`config.mk`:
```
export PLATFORM = sky130hd
export DESIGN_NAME = i2c_target
export DESIGN_NICKNAME = d
export VERILOG_FILES = /design/src/rtl/i2c_target.sv
export SDC_FILE = /design/constraint.sdc
export NUM_CORES = 1
export LEC_CHECK = 0
export BUFFER_PORTS_ARGS = -buffer_cell sky130_fd_sc_hd__clkbuf_2
export CAP_MARGIN = 20
export CORE_UTILIZATION = 57
export DETAILED_ROUTE_END_ITERATION = 16
export PLACE_DENSITY_LB_ADDON = 0.3
export SYNTH_ARGS = -nofsm -noshare
export SYNTH_HDL_FRONTEND = slang
export SYNTH_SLANG_ARGS = --single-unit
```
`constraint.sdc`:
```
create_clock -name clk -period 2.9 [get_ports clk]
set_clock_uncertainty 0.1 [all_clocks]
set_input_delay 0.145 -clock clk [delete_from_list [all_inputs] [get_ports clk]]
set_output_delay 0.145 -clock clk [all_outputs]
set_load 0.1 [all_outputs]
```
`src/rtl/i2c_target.sv`:
```
// i2c_target: I2C target (slave) responder for a single 7-bit address.
// Oversamples SCL/SDA on clk, detects START/STOP/repeated START, matches TARGET_ADDR,
// accepts write bytes or serves read bytes, and returns ACK/NACK. SDA is driven
// open-drain through sda_oe only. SCL is never driven, so there is no clock stretching.
// Ports:
//   clk, rst_n          system clock (>= 10x SCL) and async active-low reset
//   scl_i, sda_i        asynchronous pad inputs
//   sda_oe              1 = pull SDA low
//   rx_data, rx_valid   last written byte and its 1-clk update strobe
//   rx_ready            0 at the 8th write bit -> that byte is NACKed
//   tx_data, tx_req     read byte source; tx_req marks the cycle tx_data is captured
//   rw, addressed, busy transaction direction, address-ACKed flag, START..STOP flag
module i2c_target #(
   parameter logic [6:0] TARGET_ADDR = 7'h50,
   parameter int         SYNC_STAGES = 2
) (
   input  logic       clk,
   input  logic       rst_n,
   input  logic       scl_i,
   input  logic       sda_i,
   output logic       sda_oe,
   output logic [7:0] rx_data,
   output logic       rx_valid,
   input  logic       rx_ready,
   input  logic [7:0] tx_data,
   output logic       tx_req,
   output logic       rw,
   output logic       addressed,
   output logic       busy
);

   typedef enum logic [2:0] {
      ST_IDLE   = 3'd0,
      ST_ADDR   = 3'd1,
      ST_ACK_A  = 3'd2,
      ST_WRITE  = 3'd3,
      ST_ACK_W  = 3'd4,
      ST_READ   = 3'd5,
      ST_ACK_R  = 3'd6,
      ST_IGNORE = 3'd7
   } state_t;

   logic [SYNC_STAGES-1:0] r_scl_sync;
   logic [SYNC_STAGES-1:0] r_sda_sync;
   logic                   r_scl_d;
   logic                   r_sda_d;

   state_t     r_state,     w_state_nxt;
   logic [3:0] r_bit_cnt,   w_bit_cnt_nxt;
   logic [7:0] r_shift,     w_shift_nxt;
   logic       r_sda_oe,    w_sda_oe_nxt;
   logic [7:0] r_rx_data,   w_rx_data_nxt;
   logic       r_rx_valid,  w_rx_valid_nxt;
   logic       r_tx_req,    w_tx_req_nxt;
   logic       r_rw,        w_rw_nxt;
   logic       r_addressed, w_addressed_nxt;
   logic       r_busy,      w_busy_nxt;
   logic       r_ack,       w_ack_nxt;

   logic       w_scl;
   logic       w_sda;
   logic       w_scl_rise;
   logic       w_scl_fall;
   logic       w_start;
   logic       w_stop;
   logic [7:0] w_byte;

   assign w_scl      = r_scl_sync[SYNC_STAGES-1];
   assign w_sda      = r_sda_sync[SYNC_STAGES-1];
   assign w_scl_rise = w_scl & ~r_scl_d;
   assign w_scl_fall = ~w_scl & r_scl_d;
   // SCL must be high on both sides of the SDA edge for a bus condition.
   assign w_start    = ~w_sda & r_sda_d & w_scl & r_scl_d;
   assign w_stop     = w_sda & ~r_sda_d & w_scl & r_scl_d;
   assign w_byte     = {r_shift[6:0], w_sda};

   assign sda_oe    = r_sda_oe;
   assign rx_data   = r_rx_data;
   assign rx_valid  = r_rx_valid;
   assign tx_req    = r_tx_req;
   assign rw        = r_rw;
   assign addressed = r_addressed;
   assign busy      = r_busy;

   // Pad synchronisers plus one history flop for edge detection; idle bus reads high.
   always_ff @(posedge clk or negedge rst_n) begin
      if (!rst_n) begin
         r_scl_sync <= {SYNC_STAGES{1'b1}};
         r_sda_sync <= {SYNC_STAGES{1'b1}};
         r_scl_d    <= 1'b1;
         r_sda_d    <= 1'b1;
      end else begin
         r_scl_sync <= {r_scl_sync[SYNC_STAGES-2:0], scl_i};
         r_sda_sync <= {r_sda_sync[SYNC_STAGES-2:0], sda_i};
         r_scl_d    <= w_scl;
         r_sda_d    <= w_sda;
      end
   end

   // Protocol state and all registered outputs.
   always_ff @(posedge clk or negedge rst_n) begin
      if (!rst_n) begin
         r_state     <= ST_IDLE;
         r_bit_cnt   <= 4'd0;
         r_shift     <= 8'd0;
         r_sda_oe    <= 1'b0;
         r_rx_data   <= 8'd0;
         r_rx_valid  <= 1'b0;
         r_tx_req    <= 1'b0;
         r_rw        <= 1'b0;
         r_addressed <= 1'b0;
         r_busy      <= 1'b0;
         r_ack       <= 1'b0;
      end else begin
         r_state     <= w_state_nxt;
         r_bit_cnt   <= w_bit_cnt_nxt;
         r_shift     <= w_shift_nxt;
         r_sda_oe    <= w_sda_oe_nxt;
         r_rx_data   <= w_rx_data_nxt;
         r_rx_valid  <= w_rx_valid_nxt;
         r_tx_req    <= w_tx_req_nxt;
         r_rw        <= w_rw_nxt;
         r_addressed <= w_addressed_nxt;
         r_busy      <= w_busy_nxt;
         r_ack       <= w_ack_nxt;
      end
   end

   // Next-state logic: bus conditions first, then per-state bit handling.
   always_comb begin
      w_state_nxt     = r_state;
      w_bit_cnt_nxt   = r_bit_cnt;
      w_shift_nxt     = r_shift;
      w_sda_oe_nxt    = r_sda_oe;
      w_rx_data_nxt   = r_rx_data;
      w_rx_valid_nxt  = 1'b0;
      w_tx_req_nxt    = 1'b0;
      w_rw_nxt        = r_rw;
      w_addressed_nxt = r_addressed;
      w_busy_nxt      = r_busy;
      w_ack_nxt       = r_ack;

      if (w_start) begin
         w_state_nxt     = ST_ADDR;
         w_bit_cnt_nxt   = 4'd0;
         w_busy_nxt      = 1'b1;
         w_addressed_nxt = 1'b0;
         w_sda_oe_nxt    = 1'b0;
      end else if (w_stop) begin
         w_state_nxt     = ST_IDLE;
         w_bit_cnt_nxt   = 4'd0;
         w_busy_nxt      = 1'b0;
         w_addressed_nxt = 1'b0;
         w_sda_oe_nxt    = 1'b0;
      end else begin
         case (r_state)
            ST_IDLE: begin
               w_sda_oe_nxt = 1'b0;
            end
            // bit_cnt == 8 means the byte is complete and the ACK slot starts at the next fall.
            ST_ADDR: begin
               if (w_scl_rise && (r_bit_cnt != 4'd8)) begin
                  w_shift_nxt   = w_byte;
                  w_bit_cnt_nxt = r_bit_cnt + 4'd1;
                  if (r_bit_cnt == 4'd7) begin
                     if ((w_byte[7:1] == TARGET_ADDR) && (w_byte[7:1] != 7'd0)) begin
                        w_rw_nxt = w_byte[0];
                     end else begin
                        w_state_nxt = ST_IGNORE;
                     end
                  end else begin
                  end
               end else if (w_scl_fall && (r_bit_cnt == 4'd8)) begin
                  w_sda_oe_nxt    = 1'b1;
                  w_addressed_nxt = 1'b1;
                  w_state_nxt     = ST_ACK_A;
               end else begin
               end
            end
            ST_ACK_A: begin
               if (w_scl_fall) begin
                  w_bit_cnt_nxt = 4'd0;
                  if (r_rw) begin
                     w_tx_req_nxt = 1'b1;
                     w_state_nxt  = ST_READ;
                  end else begin
                     w_sda_oe_nxt = 1'b0;
                     w_state_nxt  = ST_WRITE;
                  end
               end else begin
               end
            end
            ST_WRITE: begin
               if (w_scl_rise && (r_bit_cnt != 4'd8)) begin
                  w_shift_nxt   = w_byte;
                  w_bit_cnt_nxt = r_bit_cnt + 4'd1;
                  if (r_bit_cnt == 4'd7) begin
                     w_rx_data_nxt  = w_byte;
                     w_rx_valid_nxt = 1'b1;
                     w_ack_nxt      = rx_ready;
                  end else begin
                  end
               end else if (w_scl_fall && (r_bit_cnt == 4'd8)) begin
                  w_sda_oe_nxt = r_ack;
                  w_state_nxt  = ST_ACK_W;
               end else begin
               end
            end
            ST_ACK_W: begin
               if (w_scl_fall) begin
                  w_sda_oe_nxt  = 1'b0;
                  w_bit_cnt_nxt = 4'd0;
                  w_state_nxt   = r_ack ? ST_WRITE : ST_IGNORE;
               end else begin
               end
            end
            // tx_data is captured in the cycle tx_req is high; bit 7 goes out right after.
            ST_READ: begin
               if (r_tx_req) begin
                  w_shift_nxt  = tx_data;
                  w_sda_oe_nxt = ~tx_data[7];
               end else if (w_scl_fall) begin
                  if (r_bit_cnt == 4'd7) begin
                     w_sda_oe_nxt = 1'b0;
                     w_ack_nxt    = 1'b0;
                     w_state_nxt  = ST_ACK_R;
                  end else begin
                     w_shift_nxt   = {r_shift[6:0], r_shift[7]};
                     w_sda_oe_nxt  = ~r_shift[6];
                     w_bit_cnt_nxt = r_bit_cnt + 4'd1;
                  end
               end else begin
               end
            end
            ST_ACK_R: begin
               if (w_scl_rise) begin
                  if (!w_sda) begin
                     w_ack_nxt = 1'b1;
                  end else begin
                     w_state_nxt = ST_IGNORE;
                  end
               end else if (w_scl_fall && r_ack) begin
                  w_tx_req_nxt  = 1'b1;
                  w_bit_cnt_nxt = 4'd0;
                  w_state_nxt   = ST_READ;
               end else begin
               end
            end
            ST_IGNORE: begin
               w_sda_oe_nxt = 1'b0;
            end
            default: begin
               w_state_nxt  = ST_IDLE;
               w_sda_oe_nxt = 1'b0;
            end
         endcase
      end
   end

endmodule
```
After elaboration in Yosys (flattened, before gate mapping). Index checks and enable logic that the tools add are counted.

Register bits: 36. Bits in read-only memories: 0. Memories: 0. Logic and storage cells: 172. Latch bits: 0. Output and inout bits: 14. Input bits: 13. RAM bits: 0.

Equality and inequality tests: 43. Muxes and demuxes: 72. Magnitude comparators: 0. $add $sub $neg: 1. Multiply operators: 0. Reduce and logical (&&, ||, !) cells: 25. Bitwise logic cells: 16. Shift-type cells: 0. Divide/modulo/power cells: 0.

Operators by type and width (number): inequality test 4 bit, second input constant (14); 2-to-1 mux 3 bit (18); 2-to-1 mux 4 bit (9); 2-to-1 mux 1 bit (35); 2-to-1 mux 8 bit (4); inequality test 5 bit, second input constant (6); case mux 3 bit (6 select lines) (1); case mux 4 bit (4 select lines) (1); case mux 8 bit (2 select lines) (1); nonzero test 8 bit (2); inequality test 2 bit, second input constant (7); AND reduction 13 bit (1); equality test 3 bit, second input constant (4); AND reduction 6 bit (2); AND reduction 10 bit (1); inequality test 3 bit, second input constant (3); AND reduction 9 bit (1); nonzero test 3 bit (3); AND 1 bit (8); inequality test 4 x 1 -> 1 bit, second input constant (2); NOT 1 bit (8); AND reduction 8 bit (1); equality test 7 bit, second input constant (1); nonzero test 7 bit (1); other kinds (16) (23).

Longest topological paths before layout. Gate-level depths: netlist (run 1).

Depth in word-level cells: 8. Mapped depth: 8. Gate-level depth less buffers: 7.

Least setup slack after synthesis (run 1). No wires, ideal clock.

Path kind: register to register. Start: register r_tx_req (netlist: tx_req). End: register r_state[0]. Period minus slack after synthesis: 2.329 ns. Path buffers: 1. Library setup time: 0.128 ns. Data arrival time: 2.101 ns. Stages on the path, launching flop included: 6. Data required time: 2.672 ns. Path slack: 0.571 ns. Path through: dfrtp_1 > clkbuf_1 > nor4_1 > o221a_2 > o211ai_2 > mux2_1.

Word-level cells in the longest chain between the ends: 2.

RTL lines: start, declared (line 54) `logic r_tx_req, w_tx_req_nxt;`; start signal, assigned (line 121) `r_tx_req <= w_tx_req_nxt;`; inequality test 4 bit (no line); AND reduction 13 bit (no line); end signal, assigned (line 115) `r_state <= w_state_nxt;`; end, declared (line 48) `state_t r_state, w_state_nxt;`.

Every way passes these cells. A chain may end at the register's enable or synchronous reset.

Final worst setup path (run 1).
Start: register r_state[0]. End: register r_shift[6].

Word-level cells in the longest chain between the ends: 4. Elaborated cells between the ends (all ways): 10. Those cells by class: eq/ne: 6; mux: 1; reduce/logical: 3.

RTL lines: equality test 3 x 2 -> 1 bit or equality test 3 x 1 -> 1 bit (tied branches) (line 156) `case (r_state)`; OR reduction 2 bit (no line); inequality test 2 x 1 -> 1 bit (no line) or nonzero test 2 bit (tied branches); AND reduction 6 bit (no line); end signal, assigned (line 117) `r_shift <= w_shift_nxt;`; end, declared (line 50) `logic [7:0] r_shift, w_shift_nxt;`.

Parallel ways exist; a longest one is shown, timed or not.

==> impl_metrics.tcl, run 1 <==
set metrics [dict create \
    status "finished, final reports clean" \
    core_area_sq_um 3470 \
    r2r_start "r_state[0]$_DFFE_PN0P_" \
    wirelength_um 4790 \
    worstSetupPathType "reg2reg" \
    cp-start-kind "register" \
    clockBufferDepth 2 \
    cts_buffers 5 \
    synth-seq-cells 36 \
    synth-edff-count 0 \
    insertedDiodeCount 0 \
    tightestPinTransition_ps 863 \
    period_share 0.774 \
    grt_pass1_vias 1736 \
    syn_inst 214 \
    cp_data_required_time_ps 2970 \
    cts_tree "done" \
    io_buffers 26 \
    drt_first_pass_iters 4 \
    path_buf_inv 0 \
    grt_pass1_wl_um 8340 \
    arrival_ps 2310 \
    fill_cells 299 \
    grt_use_total 0.274 \
    drc_errors 0 \
    via_count 1798 \
    drive_gt1_frac 0.270 \
    p_clk_frac 0.184 \
    combinationalPowerShare 0.440 \
    rrSetupSlack_ps 660 \
    max_stage_delay_ps 820 \
    cts_resized 0 \
    p_per_area_nw_per_um2 898 \
    drt_iter0_drc 182 \
    fmax_ghz 0.445 \
    io_pins 27 \
    synth_most_common_cell "dfrtp_1" \
    critical_path.max_fanout 25 \
    slew_viol_final 0 \
    initial_core_util 0.617 \
    ant_nets 0 \
    worstHoldEndpoint "r_shift[3]$_DFFE_PN0P_" \
    yosys.area.top_type_share 0.351 \
    synth.top_cells.by_area "dfrtp_1, dfstp_2, mux2_2" \
    min_period_ps 2240 \
    hold_viol 0 \
    critPathCaptureType "register" \
    clk_latency_ps 290 \
    ys_warn_count 0 \
    hold_path_depth 3 \
    ys_seq_area_frac 0.425 \
    drt-vias-per-instance 6.26 \
    area_delta_synth_final_pct 12.2 \
    synth_top_area_cell "dfrtp_1" \
    leakagePower_uw 0.00110 \
    synthesis.nets 229 \
    path_cells "nand2_1 -> nor2_1 -> nand2_1 -> mux2i_1 -> a31oi_1" \
    ys_types 55 \
    gp_congestion 0.889 \
    dieArea_sq_um 4000 \
    avgSynthCellArea_sq_um 9.99 \
    reg2regPathDepth 5 \
    ir_drop_mv 0.427 \
    final_nets 255 \
    rsz0062_at_grt "false" \
    dp_hpwl_um 3340 \
    ys_top_cells_by_count "dfrtp_1, a21oi_1, nor2_1" \
    ys_async_sr_fraction 1.00 \
    worstHoldStart "tx_data[3]" \
    die_w_um 63.3 \
    htree_levels 2 \
    setup_viol_count_final 0 \
    grt_start_max_net_pins 37 \
    wl_per_cell_um 16.7 \
    path_common_cell "nand2_1" \
    r2r-end "r_shift[6]$_DFFE_PN0P_" \
    internal_power_uw 1230 \
    min_path_type "in2reg" \
    cts.sink_count 36 \
    seq_power_share 0.376 \
    swShare 0.429 \
    path_clk_slew_ps 70 \
    ys.flop_type "dfrtp_1" \
    post-place-ws_ps 712 \
    die_h_um 63.3 \
    cap_violations 0 \
    syn_area_sq_um 2140 \
    relSlewSlack 0.425 \
    root_buffer "clkbuf_8" \
    slowest_stage "dfrtp_1" \
    setup_slack_ps 655 \
    antenna_found_initial 0 \
    fin_tns_setup_ps 0 \
    switchingPower_uw 925 \
    grt_overflow 0 \
    rows 21 \
    crit_family "simple AND/OR/NAND/NOR gates" \
]
## metrics by stage
stage               instance area [sq um]  hold WS (ps)  power (uW)   util  cells
finish                               2400          68.6        2150  0.692    287
global route                         2400          74.0        2310  0.692    287
CTS                                  2400          66.0        2150  0.692    287
detailed placement                   2270           137        1750  0.654    276
global placement                     2270           133        1720  0.654    276
floorplan                            2140          -251        1550      -    214
## tightest hold or removal path: stages
cell	delay, ps
clkbuf_2	70
mux2i_1	50
a31oi_1	150
## final cells by class
class | count | area, sq um | share of cell area
Sequential cell | 36 | 908 | 0.379
Multi-Input combinational cell | 157 | 1120 | 0.465
Clock buffer | 8 | 100 | 0.0417
Inverter | 7 | 26.3 | 0.0110
Tap cell | 46 | 57.6 | 0.0240
Timing Repair Buffer | 33 | 190 | 0.0793
## layout by cell type, fill, tap and decap left out, types with 6 or more instances in the layout
| cell type | n |
|---|---|
| nand2_1 | 11 |
| nor2_1 | 15 |
| inv_1 | 7 |
| dfstp_2 | 6 |
| dfrtp_1 | 30 |
| clkbuf_2 | 26 |
| nand2b_1 | 7 |
| nand3_1 | 8 |
| mux2_2 | 10 |
| a21oi_1 | 19 |
| clkbuf_8 | 7 |
| mux2i_1 | 10 |
| a31oi_1 | 12 |
## power groups by stage
stage	clock network [uW]	registers [uW]	logic [uW]
finish	396	810	948
CTS	402	802	945
global placement	0	805	920
global route	424	831	1050
detailed placement	0	810	936
floorplan	0	786	763
## kinds of logic after synthesis
kind of cell,synth area share
AOI/OAI and AO/OA,0.211
xor gates and xnor gates,0.0117
adders and majority gates,0.0117
buffers and inverters,0.0532
DFF,0.425
muxes,0.110
and+or+nand+nor,0.178
## worst max path at each step
stage / from / endpoint / cells after the start
global placement: r_state[0]$_DFFE_PN0P_ / r_state[0]$_DFFE_PN0P_ / 4
global route: r_state[0]$_DFFE_PN0P_ / r_shift[5]$_DFFE_PN0P_ / 5
finish: r_state[0]$_DFFE_PN0P_ / r_shift[6]$_DFFE_PN0P_ / 5
floorplan: tx_req$_DFF_PN0_ / r_state[0]$_DFFE_PN0P_ / 5
CTS: r_state[0]$_DFFE_PN0P_ / r_shift[1]$_DFFE_PN0P_ / 5
detailed placement: r_state[0]$_DFFE_PN0P_ / r_shift[6]$_DFFE_PN0P_ / 5
## state kept, by name, summed over array words and instances, names as in the netlist
name,flops
r_shift,8
rx_data,8
r_bit_cnt,4
r_state,3
r_scl_sync,2
r_sda_sync,2
addressed,1
busy,1
r_ack,1
r_scl_d,1
r_sda_d,1
rw,1
rx_valid,1
sda_oe,1
tx_req,1
## layer usage
layer,track usage,routed length (um),part of all wire,up-vias
li1,-,-,-,857
met1,0.373,2130,0.45,855
met2,0.422,2260,0.47,78
met3,0.0580,309,0.065,8
met4,0.116,83,0.017,0
met5,0,0,0,-
## repair_timing
action	in CTS	in global routing
endpoints found under the hold margin	32	0
buffers inserted	0	0
hold buffers	3	0
No activity file was read; power rests on OpenSTA's default activity.
==> run 2, diff against run 1 <==
--- a/config.mk
+++ b/config.mk
@@ -7,7 +7,7 @@
 export LEC_CHECK = 0
 export BUFFER_PORTS_ARGS = -buffer_cell sky130_fd_sc_hd__clkbuf_2
 export CAP_MARGIN = 20
-export CORE_UTILIZATION = 57
+export CORE_UTILIZATION = 52
 export DETAILED_ROUTE_END_ITERATION = 16
 export PLACE_DENSITY_LB_ADDON = 0.3
 export SYNTH_ARGS = -nofsm -noshare
==> constraint.sdc (replaced) <==
create_clock -name clk -period 2 [get_ports clk]
set_clock_uncertainty 0.1 [all_clocks]
set_input_delay 0.1 -clock clk [delete_from_list [all_inputs] [get_ports clk]]
set_output_delay 0.1 -clock clk [all_outputs]
set_load 0.1 [all_outputs]
==> run 2 against run 1 <==
  * The flow now finishes with violations (setup timing)
  * First-iteration DRC count grew 72%
  * Utilization grew 6.7 points
  * Flip-flop and latch count is the same
  * Cell area grew 20%
  * Register-to-register slack lost 790 ps
  * Total power grew 71%
  * Count of clock-buffer cells in the layout shrank 2
  * Die area grew 9.3%
  * Via count grew 14%
  * Sequential power grew 32%
  * Non-clock buffer count grew 41
  * Routed wire length grew 21%
  * Highest routed layer unchanged
==> impl_metrics.tcl, run 2 (same netlist as run 1, synthesis figures left out) <==
set metrics [dict create \
    status "complete, but fails checks" \
    violations "setup timing" \
    path_common_cell "buf_4" \
    slew_viol_final 0 \
    area_delta_synth_final_pct 34.8 \
    clockBufferDepth 2 \
    cts_tree "done" \
    drc_errors 0 \
    dieArea_sq_um 4370 \
    placed_cell_area_sq_um 2500 \
    mostFrequentLayoutCells "buf_4, dfrtp_1, clkbuf_2" \
    arrival_ps 2220 \
    hold_viol 0 \
    critical_path.max_fanout 4 \
    cp-start-kind "register" \
    drt_iter0_drc 313 \
    leakagePower_uw 0.00131 \
    ir_drop_mv 0.652 \
    wirelength_um 5790 \
    design_area_sq_um 2880 \
    final_common_cell "buf_4" \
    path_clk_slew_ps 80 \
    cts_buffers 5 \
    period_share 1.07 \
    htree_levels 2 \
    fmax_ghz 0.469 \
    drt-vias-per-instance 6.19 \
    relSlewSlack 0.608 \
    root_buffer "clkbuf_8" \
    wl_per_cell_um 17.5 \
    worstSetupPathType "reg2reg" \
    grt_pass1_wl_um 8720 \
    drt_first_pass_iters 4 \
    cp_data_required_time_ps 2080 \
    max_stage_delay_ps 430 \
    die_h_um 66.1 \
    path_cells "inv_2 -> ha_2 -> nand3b_1 -> buf_4 -> buf_4 -> nand4_1 -> a31oi_1 -> o22a_1 -> mux2_4" \
    rows 22 \
    clk_latency_ps 290 \
    p_total_uw 3670 \
    gp_congestion 1.03 \
    cap_violations 0 \
    min_period_ps 2130 \
    slowest_stage "dfrtp_1" \
    setup_slack_ps -132 \
    io_pins 27 \
    p_per_area_nw_per_um2 1280 \
    io_buffers 26 \
    grt_use_total 0.265 \
    insertedDiodeCount 0 \
    grt_pass1_vias 1866 \
    critPathCaptureType "register" \
    core_area_sq_um 3800 \
    via_count 2042 \
    dp_hpwl_um 3740 \
    ant_nets 0 \
    min_path_type "in2reg" \
    grt_start_max_net_pins 25 \
    cts.sink_count 36 \
    antenna_found_initial 0 \
    die_w_um 66.1 \
    grt_overflow 0 \
    initial_core_util 0.563 \
    tightestPinTransition_ps 588 \
    drive_gt1_frac 0.465 \
    rsz0062_at_grt "true" \
    setup_viol_count_final 4 \
    final_nets 296 \
]
-- run 2: stage by stage --
stage,util,setup slack (ps),instances,setup TNS [ps],hold WS (ps)
after floorplan,-,-17.1,214,-20.5,-296
after global placement,0.659,-89.8,306,-90.5,31.7
after detailed placement,0.659,-112,306,-284,32.8
after CTS,0.705,5.64,322,0,22.5
after global routing,0.759,-223,330,-1060,59.9
final,0.759,-132,330,-312,24.5
-- run 2: power by group --
part / switching [uW] / internal (uW)
sequential: 184 / 885
combinational: 1150 / 927
clock: 285 / 248
-- run 2: path summary, 6_finish.rpt --
kind	slack, ps	start	end	depth (start not counted)
worst min-delay path	20	tx_data[3]	r_shift[3]$_DFFE_PN0P_	3
worst min register to register	260	r_scl_sync[0]$_DFF_PN1_	r_scl_sync[1]$_DFF_PN1_	0
worst max-delay path	-130	r_bit_cnt[0]$_DFFE_PN0P_	r_state[0]$_DFFE_PN0P_	9
worst max register to register	-130	r_bit_cnt[0]$_DFFE_PN0P_	r_state[0]$_DFFE_PN0P_	9
min in group asynchronous	230	rst_n	r_state[1]$_DFFE_PN0P_	2
max in group asynchronous	960	rst_n	rx_data[7]$_DFFE_PN0P_	3
-- run 2: timing repair --
action | 4_1_cts | 5_1_grt
hold buffers | 3 | 0
gates resized for setup | 3 | 28
setup buffers | 5 | 7
hold endpoints to repair | 19 | 0
pin swaps | 6 | 7
setup endpoints to repair | 10 | 20
gates cloned | 0 | 1
-- run 2: worst max-delay path, delay by kind of cell, from the launching register on --
kind	cells	cell delay, ps
flops	1	430
buf+inv	3	420
compound gates	2	320
simple gates	2	310
mux	1	270
fa+ha+maj	1	170
-- run 2: layer usage --
layer | wire [um] | track usage | up-vias
li1 | - | - | 937
met1 | 2440 | 0.355 | 988
met2 | 2860 | 0.434 | 102
met3 | 369 | 0.0586 | 15
met4 | 115 | 0.0691 | 0
met5 | 0 | 0 | -
-- run 2: layout make-up --
cell class                      count  area [sq um]
Fill cell                         256           917
Clock inverter                      2          16.3
Clock buffer                        6          72.6
Inverter                            7          26.3
Sequential cell                    36           913
Timing Repair Buffer               74           515
Multi-Input combinational cell    157          1280
Tap cell                           48          60.1
==> run 3, diff against run 2 <==
--- a/config.mk
+++ b/config.mk
@@ -10,6 +10,7 @@
 export CORE_UTILIZATION = 52
 export DETAILED_ROUTE_END_ITERATION = 16
 export PLACE_DENSITY_LB_ADDON = 0.3
+export SKIP_LAST_GASP = 1
 export SYNTH_ARGS = -nofsm -noshare
 export SYNTH_HDL_FRONTEND = slang
 export SYNTH_SLANG_ARGS = --single-unit
==> run 3 against run 2 <==
  * The flow still finishes with violations (setup timing)
  * Routed wire length shrank 4.8%
  * Via count shrank 2.3%
  * Non-clock buffer count shrank 3
  * Sequential power is essentially flat
  * Largest cell class unchanged
  * Clock power is essentially flat
  * Count of clock-buffer cells in the layout is the same
  * Combinational power shrank 3%
  * Critical endpoint unchanged
  * Critical path type unchanged
  * Register-to-register slack gained 70 ps
==> impl_metrics.tcl, run 3 (same netlist as run 1, synthesis figures left out) <==
set metrics [dict create \
    via_count 1995 \
    fmax_ghz 0.484 \
    seqCellArea_sq_um 915 \
    grt_pass1_wl_um 8720 \
    hold_path_depth 3 \
    ant_nets 0 \
    min_period_ps 2060 \
    drt_iter0_drc 188 \
    tightestPinTransition_ps 586 \
    fin_tns_setup_ps -77.6 \
    path_clk_slew_ps 80 \
    drive_gt1_frac 0.452 \
    htree_levels 2 \
    period_share 1.03 \
    critPathCaptureType "register" \
    status "complete, but fails checks" \
    min_path_type "in2reg" \
    violations "setup timing" \
    clockBufferDepth 2 \
    ir_drop_mv 0.602 \
    final_common_cell "buf_4" \
    slew_viol_final 0 \
    drt-vias-per-instance 6.10 \
    grt_pass1_vias 1866 \
    cp_data_required_time_ps 2080 \
    grt_use_total 0.265 \
    rrSetupSlack_ps -60 \
    grt_overflow 0 \
    dp_hpwl_um 3740 \
    grt_start_max_net_pins 25 \
    io_buffers 26 \
    rsz0062_at_grt "true" \
    leakagePower_uw 0.00130 \
    setup_viol_count_final 3 \
    gp_congestion 1.03 \
    worstHoldEndpoint "r_shift[3]$_DFFE_PN0P_" \
    core_area_sq_um 3800 \
    worstHoldStart "tx_data[3]" \
    drt_first_pass_iters 5 \
    r2r-end "r_state[0]$_DFFE_PN0P_" \
    multiInputGateArea_sq_um 1260 \
    io_pins 27 \
    p_per_area_nw_per_um2 1260 \
    final_nets 293 \
    worstSetupPathType "reg2reg" \
    initial_core_util 0.563 \
    area_delta_synth_final_pct 33.1 \
    wirelength_um 5510 \
    root_buffer "clkbuf_8" \
    rows 22 \
    path_buf_inv 2 \
    critical_path.max_fanout 4 \
    insertedDiodeCount 0 \
    fill_cells 264 \
    slowest_stage "dfrtp_1" \
    setup_slack_ps -64.5 \
    die_h_um 66.1 \
    cap_violations 0 \
    wl_per_cell_um 16.9 \
    cp-start-kind "register" \
    dieArea_sq_um 4370 \
    max_stage_delay_ps 430 \
    reg2regPathDepth 8 \
    clk_latency_ps 290 \
    mostFrequentLayoutCells "buf_4, dfrtp_1, clkbuf_2" \
    cts_buffers 5 \
    drc_errors 0 \
    crit_family "compound AO/OA/AOI/OAI gates" \
    hold_viol 0 \
    relSlewSlack 0.609 \
    cts.sink_count 36 \
    r2r_start "r_bit_cnt[0]$_DFFE_PN0P_" \
    arrival_ps 2150 \
    path_cells "inv_2 -> ha_1 -> nand3b_1 -> buf_6 -> a31oi_1 -> a31oi_1 -> o22a_1 -> mux2_4" \
    finalCoreUtilization 0.749 \
    path_common_cell "a31oi_1" \
    die_w_um 66.1 \
    cts_tree "done" \
    antenna_found_initial 0 \
]
run 3: report_power, final:
part	switching, uW	internal (uW)
Combinational	1100	900
Clock	282	248
Sequential	183	887
run 3: cell type report:
type | count | area share
clock inverters | 2 | 0.00572
well taps | 48 | 0.0211
repair buffers | 71 | 0.175
flip-flops and latches | 36 | 0.321
multi-input cells | 157 | 0.442
inverters | 7 | 0.00923
clock buffers | 6 | 0.0255
run 3: tightest hold or removal path: stages:
cell and delay (ps):
clkbuf_2 70, mux2i_1 50, a31oi_1 150
run 3: per-layer routing:
metal	track usage	share of wire	wire [um]
met5	0	0	0
met4	0.0691	0.014	76
met3	0.0586	0.057	314
met2	0.434	0.49	2700
met1	0.355	0.44	2420
run 3: repair_timing:
| item | in CTS | in global routing |
|---|---|---|
| hold buffers | 3 | 0 |
| setup endpoints to repair | 10 | 20 |
| buffers inserted | 5 | 5 |
| gates resized for setup | 3 | 25 |
| hold endpoints to repair | 19 | 0 |
| pin swaps | 4 | 8 |
run 3: metrics by stage:
step	hold slack, ps	total power [uW]	std cells	cell area [sq um]	setup slack, ps
after CTS	22.5	3380	322	2680	-28.2
after global placement	31.7	2740	306	2500	-89.8
after global routing	59.8	3830	327	2850	-108
after detailed placement	32.8	2780	306	2500	-112
final	25.0	3600	327	2850	-64.5
after floorplan	-296	2250	214	2160	-17.1
run 3: how the worst max path moves through the flow:
stage                              from                endpoint  slack [ps]  cells after the start
2_1_floorplan   r_sda_sync[1]$_DFF_PN1_  r_state[0]$_DFFE_PN0P_         -20                      7
3_3_place_gp   r_bit_cnt[0]$_DFFE_PN0P_  r_state[2]$_DFFE_PN0P_         -90                      6
3_5_place_dp   r_bit_cnt[0]$_DFFE_PN0P_  r_state[2]$_DFFE_PN0P_        -110                      6
4_1_cts        r_bit_cnt[0]$_DFFE_PN0P_  r_state[2]$_DFFE_PN0P_         -30                      7
5_1_grt          r_state[1]$_DFFE_PN0P_  r_state[0]$_DFFE_PN0P_        -110                      5
6_report       r_bit_cnt[0]$_DFFE_PN0P_  r_state[0]$_DFFE_PN0P_         -60                      8
